### config.mk
export PLATFORM = sky130hd
export DESIGN_NAME = hs32_opfetch
export DESIGN_NICKNAME = d
export VERILOG_FILES = /design/src/rtl/hs32_opfetch.sv
export SDC_FILE = /design/constraint.sdc
export NUM_CORES = 1
export LEC_CHECK = 0
export BUFFER_PORTS_ARGS = -buffer_cell sky130_fd_sc_hd__buf_2
export CAP_MARGIN = 20
export CORE_UTILIZATION = 57
export DETAILED_ROUTE_END_ITERATION = 7
export PLACE_DENSITY = 0.95
export SYNTH_ARGS = -nofsm -noshare
export SYNTH_HDL_FRONTEND = slang
export SYNTH_SLANG_ARGS = --single-unit
### constraint.sdc
create_clock -name clk -period 4.5 [get_ports clk]
set_input_delay 1.35 -clock clk [delete_from_list [all_inputs] [get_ports clk]]
set_output_delay 1.35 -clock clk [all_outputs]
set_load 0.02 [all_outputs]
### src/rtl/hs32_opfetch.sv
// hs32_opfetch: operand fetch stage with forwarding, hazard stall, shifter and opcode decode
module hs32_opfetch #(
  parameter int WIDTH = 32,
  parameter int NFWD  = 2,
  parameter int SHW   = 5
) (
  input  logic                  clk,
  input  logic                  rst,
  input  logic                  in_valid,
  output logic                  in_ready,
  input  logic [4:0]            in_opc,
  input  logic [3:0]            in_rd,
  input  logic [3:0]            in_rm,
  input  logic [WIDTH-1:0]      in_d2,
  input  logic [SHW-1:0]        in_shl,
  input  logic [SHW-1:0]        in_shr,
  input  logic                  in_maskl,
  input  logic                  in_maskr,
  input  logic                  in_sext,
  output logic [3:0]            rp_addr_o,
  input  logic [WIDTH-1:0]      rp_data_i,
  input  logic [NFWD-1:0]       fwd_valid_i,
  input  logic [NFWD-1:0]       fwd_busy_i,
  input  logic [4*NFWD-1:0]     fwd_rd_i,
  input  logic [WIDTH*NFWD-1:0] fwd_data_i,
  input  logic                  flush_i,
  output logic                  out_valid,
  input  logic                  out_ready,
  output logic [WIDTH-1:0]      out_d1,
  output logic [WIDTH-1:0]      out_d2,
  output logic [3:0]            out_rd,
  output logic [5:0]            out_ctl,
  output logic [15:0]           stall_cnt_o
);
  logic hazard, accept, alu, sub, cen, neg;
  logic [1:0] opr;
  logic [WIDTH-1:0] d1, d2;
  logic signed [WIDTH:0] ext, sra;
  assign rp_addr_o = in_rm;
  // scan from the oldest source down so the youngest match wins
  always_comb begin
    hazard = 1'b0;
    d1 = rp_data_i;
    for (int i = NFWD - 1; i >= 0; i--) begin
      if (fwd_busy_i[i] && fwd_rd_i[4*i +: 4] == in_rm) hazard = 1'b1;
      if (fwd_valid_i[i] && fwd_rd_i[4*i +: 4] == in_rm) d1 = fwd_data_i[WIDTH*i +: WIDTH];
    end
    hazard = hazard & in_valid;
  end
  assign in_ready = ~rst & (~out_valid | out_ready) & ~hazard;
  assign accept = in_valid & in_ready;
  assign ext = {in_sext & in_d2[WIDTH-1], in_d2};
  assign sra = ext >>> in_shr;
  assign d2 = (in_maskr ? sra[WIDTH-1:0] : '0) | (in_maskl ? in_d2 << in_shl : '0);
  assign alu = in_opc[4];
  assign sub = alu & ~in_opc[2] & in_opc[1];
  assign cen = alu & ~in_opc[2] & in_opc[0];
  assign neg = sub | (alu & in_opc[2:0] == 3'b101);
  assign opr = ~alu ? 2'd0 : ~in_opc[2] ? 2'd0 : ~in_opc[1] ? 2'd1 : in_opc[0] ? 2'd3 : 2'd2;
  always_ff @(posedge clk) begin
    if (rst) begin
      out_valid <= 1'b0;
      out_d1 <= '0;
      out_d2 <= '0;
      out_rd <= '0;
      out_ctl <= '0;
      stall_cnt_o <= '0;
    end else begin
      out_valid <= ~flush_i & (accept | (out_valid & ~out_ready));
      if (accept) begin
        out_d1 <= in_opc[4:2] == 3'b000 ? '0 : d1;
        out_d2 <= d2;
        out_rd <= in_rd;
        out_ctl <= {in_opc[4], opr, cen, sub, neg};
      end
      if (hazard && stall_cnt_o != 16'hFFFF) stall_cnt_o <= stall_cnt_o + 16'd1;
    end
  end
endmodule

==> impl_metrics.py, run 1 <==
metrics = {
    "power_and_ir_drop": {
        "internal_power_mw": 1.64,
        "p_per_area_mw_per_mm2": 256,
        "ir_worst_vdd_v": 0.000345,
        "leakage_nw": 4.59,
        "seqPwrFrac_pct": 34.7,
        "switching_share_pct": 34.7,
        "p_sw_mw": 0.875,
        "pwr-share-comb_pct": 34.9,
        "clock_power_share_pct": 30.4,
    },
    "detailed_routing": {
        "drt_first_pass_iters": 5,
        "drt_iter0_drc": 865,
        "drtAntennaViolNets": 0,
        "wl_um": 32400,
        "num_vias": 9273,
        "drc": 0,
        "routedWlPerCell_um": 23.8,
        "vias_per_cell": 6.83,
    },
    "synthesis": {
        "synthSimpleGateAreaFrac_pct": 13.9,
        "netlist_area_sq_mm": 0.00815,
        "synth_xor_area_share_pct": 1.61,
        "yosys_warnings": 0,
        "synth_cells": 958,
        "synth.avg_cell_area_sq_um": 8.51,
        "synthMuxAreaShare_pct": 34.0,
        "async_reset_ff_share_pct": 0,
        "ys.flop_type": "dfxtp_1",
        "syn_nets": 1130,
        "synth-compound-area-share_pct": 21.9,
        "synth_top_family_by_area": "multiplexers",
        "synth_edf_count": 0,
        "yosys_register_bits": 91,
        "yosysUniqueCellTypes": 60,
        "synth_fa_ha_area_share_pct": 0.153,
        "ys_seq_area_share_pct": 22.3,
    },
    "place": {
        "dp.cells": 1338,
        "placed_area_sq_mm": 0.00952,
        "place_ws_ns": 0.483,
        "dp_hpwl_um": 24800,
        "gp_congestion": 1.01,
        "numPortBuffers": 266,
    },
    "timing": {
        "rsz0062_at_grt": "false",
        "setup_tns_ns": 0,
        "max_slew_margin_pct": 34.7,
        "layout_min_cycle_time_ns": 4.05,
        "setup_slack_ns": 0.447,
        "finalCritPeriodShare_pct": 90.1,
        "finalMaxSlewViolations": 0,
        "setup_viol": 0,
        "finClkSkew_ns": 0.00750,
        "hold_viol": 0,
        "max_freq_ghz": 0.247,
        "worstMarginPinSlew_ns": 0.970,
    },
    "clock_tree": {
        "postCtsResizedCells": 0,
        "clock_sinks": 91,
        "insertion_delay_ns": 0.35,
        "cts_tree": "done",
        "htreeDepth": 3,
        "clockBufferDepth": 2,
        "clockRootBuffer": "clkbuf_16",
        "post_cts.repair.setup_buffers": 0,
        "postCtsHoldBufs": 0,
        "numCtsBuffers": 9,
        "path_clk_slew_ns": 0.06,
    },
    "critical_path": {
        "end_kind": "primary output",
        "path_common_cell": "buf_2",
        "critPathArrivalTime_ns": 2.70,
        "worstSetupStartpointType": "primary input",
        "max_stage_delay_ns": 0.53,
        "critPathMaxFanout": 3,
        "cp_slowest_cell": "nor4_2",
        "path_cells": "buf_2 -> xor2_1 -> nor4_2 -> a22o_1 -> a21oi_1 -> buf_2",
        "required_ns": 3.15,
        "path_class": "in2out",
    },
    "global_route": {
        "first_global_vias": 8402,
        "antenna_found_initial": 4,
        "grt_max_degree": 59,
        "grt_usage_pct": 42.8,
        "grt_overflow": 0,
        "grt_pass1_wl_um": 47700,
    },
    "floorplanning": {
        "coreArea_sq_mm": 0.0139,
        "initial_core_util_pct": 58.5,
        "core.rowCount": 43,
        "die_h_um": 122,
        "dieArea_sq_mm": 0.0148,
        "die_x_um": 122,
        "pin_count": 267,
    },
    "cells_and_area": {
        "final_layout_size_suffix_gt1_share_pct": 33.3,
        "fillCellCount": 1063,
        "final_cell_area_sq_mm": 0.00983,
        "register_area_sq_mm": 0.00182,
        "finish.utilization_pct": 70.5,
        "area_growth_pct": 20.6,
        "nets": 1341,
        "multi_input_area_sq_mm": 0.00586,
        "final_cells": 1358,
    },
    "run": {
        "max_cap_viol_count": 0,
    },
    "min_path": {
        "hp-class": "reg2reg",
    },
    "status": {
        "outcome": "completed",
    },
}
## metrics by stage
stage / power [mW] / hold slack, ns
4_1_cts: 2.50 / 0.451
6_report: 2.52 / 0.448
2_1_floorplan: 1.43 / 0.529
3_5_place_dp: 1.74 / 0.442
5_1_grt: 2.61 / 0.477
3_3_place_gp: 1.72 / 0.438
## layout make-up
class | instances | share of cell area [%]
antenna | 4 | 0.102
multi-input combinational | 756 | 59.6
inverter | 16 | 0.611
sequential | 91 | 18.5
clock inverter | 5 | 0.611
timing repair buffer | 295 | 15.8
tap | 180 | 2.29
clock buffer | 11 | 2.47
## layer usage
layer / track usage, % / vias up / part of all wire (%)
met5: 0 / - / 0
met4: 27.3 / 0 / 7.0
met3: 11.4 / 157 / 12
met2: 67.0 / 702 / 46
met1: 52.2 / 4332 / 35
li1: - / 4082 / -
## flip-flops by register name, summed over array words and instances (netlist names)
| name | flops |
|---|---|
| out_rd | 4 |
| out_d2 | 32 |
| out_ctl | 6 |
| out_d1 | 32 |
| out_valid | 1 |
| stall_cnt_o | 16 |
## cells in the final DEF (no fill, tap or decap), types with 21 or more instances in the layout
| master | synthesis | layout |
|---|---|---|
| buf_2 | 21 | 266 |
| mux2i_1 | 151 | 151 |
| a21oi_1 | 99 | 99 |
| dfxtp_1 | 91 | 91 |
| nor2_1 | 86 | 85 |
| nand2_1 | 65 | 63 |
| o21ai_0 | 58 | 58 |
| mux4_2 | 44 | 44 |
| a22o_1 | 33 | 33 |
| buf_4 | 13 | 29 |
| mux2_2 | 22 | 22 |
| nor3_1 | 21 | 21 |
## final timing paths
kind / from / cells past startpoint / endpoint / slack, ns
min reg2reg: out_ctl[3] / 2 / out_ctl[3] / 0.45
max: in_rm[1] / 6 / in_ready / 0.45
max reg2reg: out_valid / 7 / out_d2[7] / 2.25
min: out_ctl[3] / 2 / out_ctl[3] / 0.45
## critical path, delay by kind of cell
family | cells | cell delay, ns
and+or+nand+nor | 1 | 0.53
buffers and inverters | 2 | 0.29
xor gates and xnor gates | 1 | 0.17
AOI/OAI and AO/OA | 2 | 0.36
## Yosys cell counts (all sizes together) (3+ instances only)
cell	number	share of area (%)
a221oi	7	0.75
nor4	3	0.38
buf	46	3.1
nor2b	6	0.46
xor2	15	1.6
o22ai	13	1.0
a22o	33	3.5
nand3	16	1.1
a311oi	8	0.94
nand4	10	0.77
mux2	24	3.3
mux2i	151	19
nor3	22	1.4
clkbuf	49	2.3
nor2	86	4.0
o211ai	6	0.55
o21ai	58	3.6
a21oi	99	6.1
mux4	44	12
inv	14	0.64
o32ai	5	0.54
nand2	65	3.0
dfxtp	91	22
nand2b	4	0.31
a211oi	13	1.2
o31ai	7	0.64
and3	3	0.23
or4	6	0.55
a2111oi	6	0.64
a22oi	3	0.28
a31oi	11	0.84
and2	8	0.61
## logic make-up after synthesis
logic type,after synthesis
compound gates,281
xor+xnor,15
fa+ha+maj,1
buf+inv,111
flops,91
mux,219
simple gates,240
## power groups by stage
stage | Clock (mW) | Combinational, mW | Sequential, mW
after floorplan | 0 | 0.494 | 0.937
after global placement | 0 | 0.835 | 0.889
after detailed placement | 0 | 0.847 | 0.890
after CTS | 0.773 | 0.851 | 0.873
after global routing | 0.810 | 0.926 | 0.877
final | 0.767 | 0.879 | 0.874
(Power assumes the default switching activity.)
==> run 2, diff against run 1 <==
--- a/config.mk
+++ b/config.mk
@@ -9,7 +9,9 @@
 export CAP_MARGIN = 20
 export CORE_UTILIZATION = 57
 export DETAILED_ROUTE_END_ITERATION = 7
+export MAX_ROUTING_LAYER = met4
 export PLACE_DENSITY = 0.95
+export SETUP_SLACK_MARGIN = 0.3
 export SYNTH_ARGS = -nofsm -noshare
 export SYNTH_HDL_FRONTEND = slang
 export SYNTH_SLANG_ARGS = --single-unit
==> impl_metrics.py, run 2 (synthesis results as in run 1) <==
metrics = {
    "status": {
        "outcome": "completed",
    },
    "critical_path": {
        "path_cells": "buf_2 -> xor2_1 -> nor4_2 -> a22o_1 -> a21oi_1 -> buf_2",
        "cp-endpoint": "in_ready",
        "critPathMaxFanout": 3,
        "regToRegSetupSlack_ns": 2.28,
        "reg2reg_to": "stall_cnt_o[6]",
        "required_ns": 3.15,
        "cp_slowest_cell": "nor4_2",
        "crit_start": "in_rm[1]",
        "critPathArrivalTime_ns": 2.67,
        "reg2regPathDepth": 6,
        "reg2reg_from": "stall_cnt_o[6]",
        "worstSetupStartpointType": "primary input",
        "end_kind": "primary output",
        "max_stage_delay_ns": 0.53,
        "path_common_cell": "buf_2",
        "path_class": "in2out",
    },
    "global_route": {
        "grt_usage_pct": 43.5,
        "first_global_vias": 8316,
        "grt_pass1_wl_um": 46900,
        "grt_overflow": 0,
        "antenna_found_initial": 4,
        "grt_max_degree": 59,
    },
    "min_path": {
        "hp-class": "reg2reg",
    },
    "cells_and_area": {
        "largestRegisters": "out_d1 x32, out_d2 x32, stall_cnt_o x16",
        "final_layout_size_suffix_gt1_share_pct": 33.2,
        "nets": 1338,
        "final_cell_mix": "buf_2, mux2i_1, a21oi_1",
        "final_common_cell": "buf_2",
        "finish.utilization_pct": 70.4,
        "area_growth_pct": 20.3,
    },
    "power_and_ir_drop": {
        "leakage_nw": 4.57,
        "p_per_area_mw_per_mm2": 255,
        "ir_worst_vdd_v": 0.000334,
    },
    "timing": {
        "layout_min_cycle_time_ns": 4.02,
        "finalCritPeriodShare_pct": 89.2,
        "finalMaxSlewViolations": 0,
        "rsz0062_at_grt": "false",
        "setup_viol": 0,
        "max_slew_margin_pct": 23.0,
        "setup_tns_ns": 0,
        "max_freq_ghz": 0.249,
        "hold_viol": 0,
        "worstMarginPinSlew_ns": 1.14,
        "finClkSkew_ns": 0.00629,
        "holdWs_ns": 0.462,
    },
    "detailed_routing": {
        "num_vias": 9200,
        "wl_met2_um": 14700,
        "vias_per_cell": 6.79,
        "drt_iter0_drc": 1043,
        "drc": 0,
        "wl_met1_um": 11700,
        "wl_um": 31900,
        "top_layer": "met4",
        "wl_met3_um": 3490,
        "drt_first_pass_iters": 5,
        "routedWlPerCell_um": 23.6,
        "drtAntennaViolNets": 0,
    },
    "place": {
        "dp_hpwl_um": 24500,
        "numPortBuffers": 266,
        "gp_congestion": 1.06,
    },
    "clock_tree": {
        "clockRootBuffer": "clkbuf_16",
        "path_clk_slew_ns": 0.07,
        "numCtsBuffers": 9,
        "postCtsResizedCells": 0,
        "post_cts.repair.setup_buffers": 0,
        "postCtsHoldBufs": 0,
        "clockBufferDepth": 2,
        "cts_tree": "done",
        "htreeDepth": 3,
        "clock_sinks": 91,
        "insertion_delay_ns": 0.35,
    },
    "floorplanning": {
        "die_x_um": 122,
        "pin_count": 267,
        "core.rowCount": 43,
        "dieArea_sq_mm": 0.0148,
        "die_h_um": 122,
        "coreArea_sq_mm": 0.0139,
        "initial_core_util_pct": 58.5,
    },
    "run": {
        "max_cap_viol_count": 0,
    },
}
-- run 2: layer usage --
layer  track usage (%)  vias to the layer above
li1                  -                     4053
met1              53.5                     4285
met2              67.1                      713
met3              8.71                      149
met4              23.6                        0
met5                 -                        -
-- run 2: where the power goes --
| part | internal (mW) | leakage [nW] | switching (mW) | total (mW) |
|---|---|---|---|---|
| logic | 0.348 | 3.69 | 0.529 | 0.878 |
| registers | 0.847 | 0.743 | 0.0257 | 0.873 |
| clock network | 0.390 | 0.141 | 0.364 | 0.753 |
| total | 1.59 | 4.57 | 0.919 | 2.50 |
-- run 2: worst min-delay path by stage --
stage                     startpoint         end  slack (ns)  depth (start not counted)
after global placement    out_ctl[2]  out_ctl[2]        0.44                          2
final                      out_rd[0]   out_rd[0]        0.46                          2
after global routing       out_rd[0]   out_rd[0]        0.49                          2
after CTS                  out_rd[0]   out_rd[0]        0.46                          2
after detailed placement   out_rd[0]   out_rd[0]        0.46                          2
after floorplan           out_ctl[0]  out_ctl[0]        0.53                          2
-- run 2: through the flow --
stage | power [mW] | instances | setup WS (ns) | instance area [sq um]
3_5_place_dp | 1.74 | 1335 | 0.487 | 9510
4_1_cts | 2.48 | 1351 | 0.482 | 9800
6_report | 2.50 | 1355 | 0.484 | 9810
3_3_place_gp | 1.73 | 1335 | 0.543 | 9510
5_1_grt | 2.59 | 1355 | 0.424 | 9810
2_1_floorplan | 1.43 | 958 | 0.811 | 8150
-- run 2: cell type report --
cell class	count	area, sq um
well taps	180	225
multi-input cells	756	5860
clock inverters	7	65.1
fillers	1132	4130
inverters	16	60.1
flip-flops and latches	91	1820
diodes	4	10.0
repair buffers	292	1540
clock buffers	9	225
-- run 2: critical path: cells and delay by family --
kind / cells / cell delay (ns)
XOR/XNOR: 1 / 0.15
buffers and inverters: 2 / 0.30
AO/OA/AOI/OAI: 2 / 0.34
AND/OR/NAND/NOR: 1 / 0.53
==> run 3, diff against run 2 <==
--- a/config.mk
+++ b/config.mk
@@ -7,10 +7,12 @@
 export LEC_CHECK = 0
 export BUFFER_PORTS_ARGS = -buffer_cell sky130_fd_sc_hd__buf_2
 export CAP_MARGIN = 20
-export CORE_UTILIZATION = 57
+export CELL_PAD_IN_SITES_DETAIL_PLACEMENT = 2
+export CELL_PAD_IN_SITES_GLOBAL_PLACEMENT = 2
+export CORE_UTILIZATION = 32
 export DETAILED_ROUTE_END_ITERATION = 7
 export MAX_ROUTING_LAYER = met4
-export PLACE_DENSITY = 0.95
+export PLACE_DENSITY = 0.94
 export SETUP_SLACK_MARGIN = 0.3
 export SYNTH_ARGS = -nofsm -noshare
 export SYNTH_HDL_FRONTEND = slang
==> impl_metrics.py, run 3 (synthesis results as in run 1) <==
metrics = {
    "timing": {
        "finalCritPeriodShare_pct": 91.6,
        "rsz0062_at_grt": "false",
        "worstMarginPinSlew_ns": 1.07,
        "layout_min_cycle_time_ns": 4.12,
        "setup_tns_ns": 0,
        "setup_viol": 0,
        "max_slew_margin_pct": 28.9,
        "finClkSkew_ns": 0.0174,
        "hold_viol": 0,
        "max_freq_ghz": 0.243,
        "finalMaxSlewViolations": 0,
    },
    "critical_path": {
        "critPathMaxFanout": 3,
        "worstSetupStartpointType": "primary input",
        "reg2regPathDepth": 7,
        "required_ns": 3.15,
        "path_class": "in2out",
        "end_kind": "primary output",
        "critPathArrivalTime_ns": 2.77,
    },
    "cells_and_area": {
        "register_area_sq_mm": 0.00182,
        "area_growth_pct": 23.2,
        "final_common_cell": "buf_2",
        "largestRegisters": "out_d1 x32, out_d2 x32, stall_cnt_o x16",
        "final_cell_mix": "buf_2, mux2i_1, a21oi_1",
        "final_layout_size_suffix_gt1_share_pct": 33.2,
        "fillCellCount": 2886,
        "nets": 1338,
        "multi_input_area_sq_mm": 0.00587,
    },
    "clock_tree": {
        "cts_tree": "done",
        "clock_sinks": 91,
        "clockBufferDepth": 2,
        "insertion_delay_ns": 0.36,
        "path_clk_slew_ns": 0.09,
        "postCtsHoldBufs": 0,
        "numCtsBuffers": 9,
        "clockRootBuffer": "clkbuf_16",
        "htreeDepth": 3,
    },
    "min_path": {
        "min_delay_path_depth": 2,
        "hp-class": "reg2reg",
    },
    "floorplanning": {
        "die_h_um": 162,
        "coreArea_sq_mm": 0.0251,
        "die_x_um": 162,
        "initial_core_util_pct": 32.5,
        "dieArea_sq_mm": 0.0261,
        "core.rowCount": 58,
        "pin_count": 267,
    },
    "detailed_routing": {
        "num_vias": 9171,
        "drtAntennaViolNets": 0,
        "drc": 0,
        "routedWlPerCell_um": 27.2,
        "vias_per_cell": 6.08,
        "drt_iter0_drc": 787,
        "wl_um": 41000,
        "drt_first_pass_iters": 5,
    },
    "power_and_ir_drop": {
        "finalPower_mw": 2.59,
        "ir_worst_vdd_v": 0.000146,
        "leakage_nw": 4.59,
        "p_per_area_mw_per_mm2": 258,
    },
    "place": {
        "gp_congestion": 0.954,
        "dp_hpwl_um": 32200,
        "numPortBuffers": 266,
    },
    "global_route": {
        "grt_max_degree": 59,
        "antenna_found_initial": 7,
        "first_global_vias": 9735,
        "grt_pass1_wl_um": 60800,
        "grt_overflow": 0,
        "grt_usage_pct": 31.7,
    },
    "status": {
        "outcome": "completed",
    },
    "run": {
        "max_cap_viol_count": 0,
    },
}
## run 3: cell count changes in the layout (fill, tap and decap cells not counted)
cell | previous run | this run
diode_2 | 4 | 7
inv_6 | 3 | 0
clkinv_4 | 1 | 3
clkinv_8 | 0 | 2
buf_12 | 1 | 2
buf_4 | 25 | 24
clkinvlp_4 | 1 | 0
nor4_2 | 2 | 1
nor4_4 | 0 | 1
## run 3: repair_timing
item / CTS / global route
gates resized for setup: 1 / 0
endpoints found under the setup margin: 1 / 0
buffers inserted: 0 / 0
## run 3: area by class of cell
cell class / instances / share of cell area [%]
inverter: 16 / 0.598
sequential: 91 / 18.1
multi-input combinational: 756 / 58.5
clock inverter: 7 / 0.810
clock buffer: 9 / 2.24
antenna: 7 / 0.174
timing repair buffer: 292 / 15.5
tap: 330 / 4.11
## run 3: where the power goes
group | total [mW] | switching (mW) | internal [mW]
sequential | 0.871 | 0.0237 | 0.847
combinational | 0.941 | 0.590 | 0.351
clock | 0.775 | 0.380 | 0.395
## run 3: metrics by stage
step / worst slack [ns] / instances / hold slack [ns] / utilization, % / instance area, sq um
2_1_floorplan: 0.811 / 958 / 0.529 / - / 8150
3_3_place_gp: 0.358 / 1485 / 0.436 / 38.7 / 9710
6_report: 0.377 / 1508 / 0.459 / 40.0 / 10000
3_5_place_dp: 0.282 / 1485 / 0.444 / 38.7 / 9710
5_1_grt: 0.334 / 1508 / 0.488 / 40.0 / 10000
4_1_cts: 0.305 / 1501 / 0.464 / 39.9 / 10000
## run 3: path summary, 6_finish.rpt
check                                start    endpoint  slack [ns]
worst max-delay path              in_rm[3]    in_ready        0.38
worst min-delay path            out_ctl[3]  out_ctl[3]        0.46
worst max register to register   out_valid  out_d1[22]        2.28
worst min register to register  out_ctl[3]  out_ctl[3]        0.46
## run 3: per-layer routing
layer  GRT usage (%)  part of all wire, %  vias to the layer above
met3            6.83                  6.7                      122
met1            34.1                   38                     4593
li1                -                    -                     4060
met5               -                    0                        -
met4            17.9                  5.5                        0
met2            54.1                   50                      396
## run 3: worst max-delay path, cell delays in order
cell and delay (ns):
buf_2 0.14, xor2_1 0.47, nor4_4 0.13, a22o_1 0.32
a21oi_1 0.17, buf_2 0.18
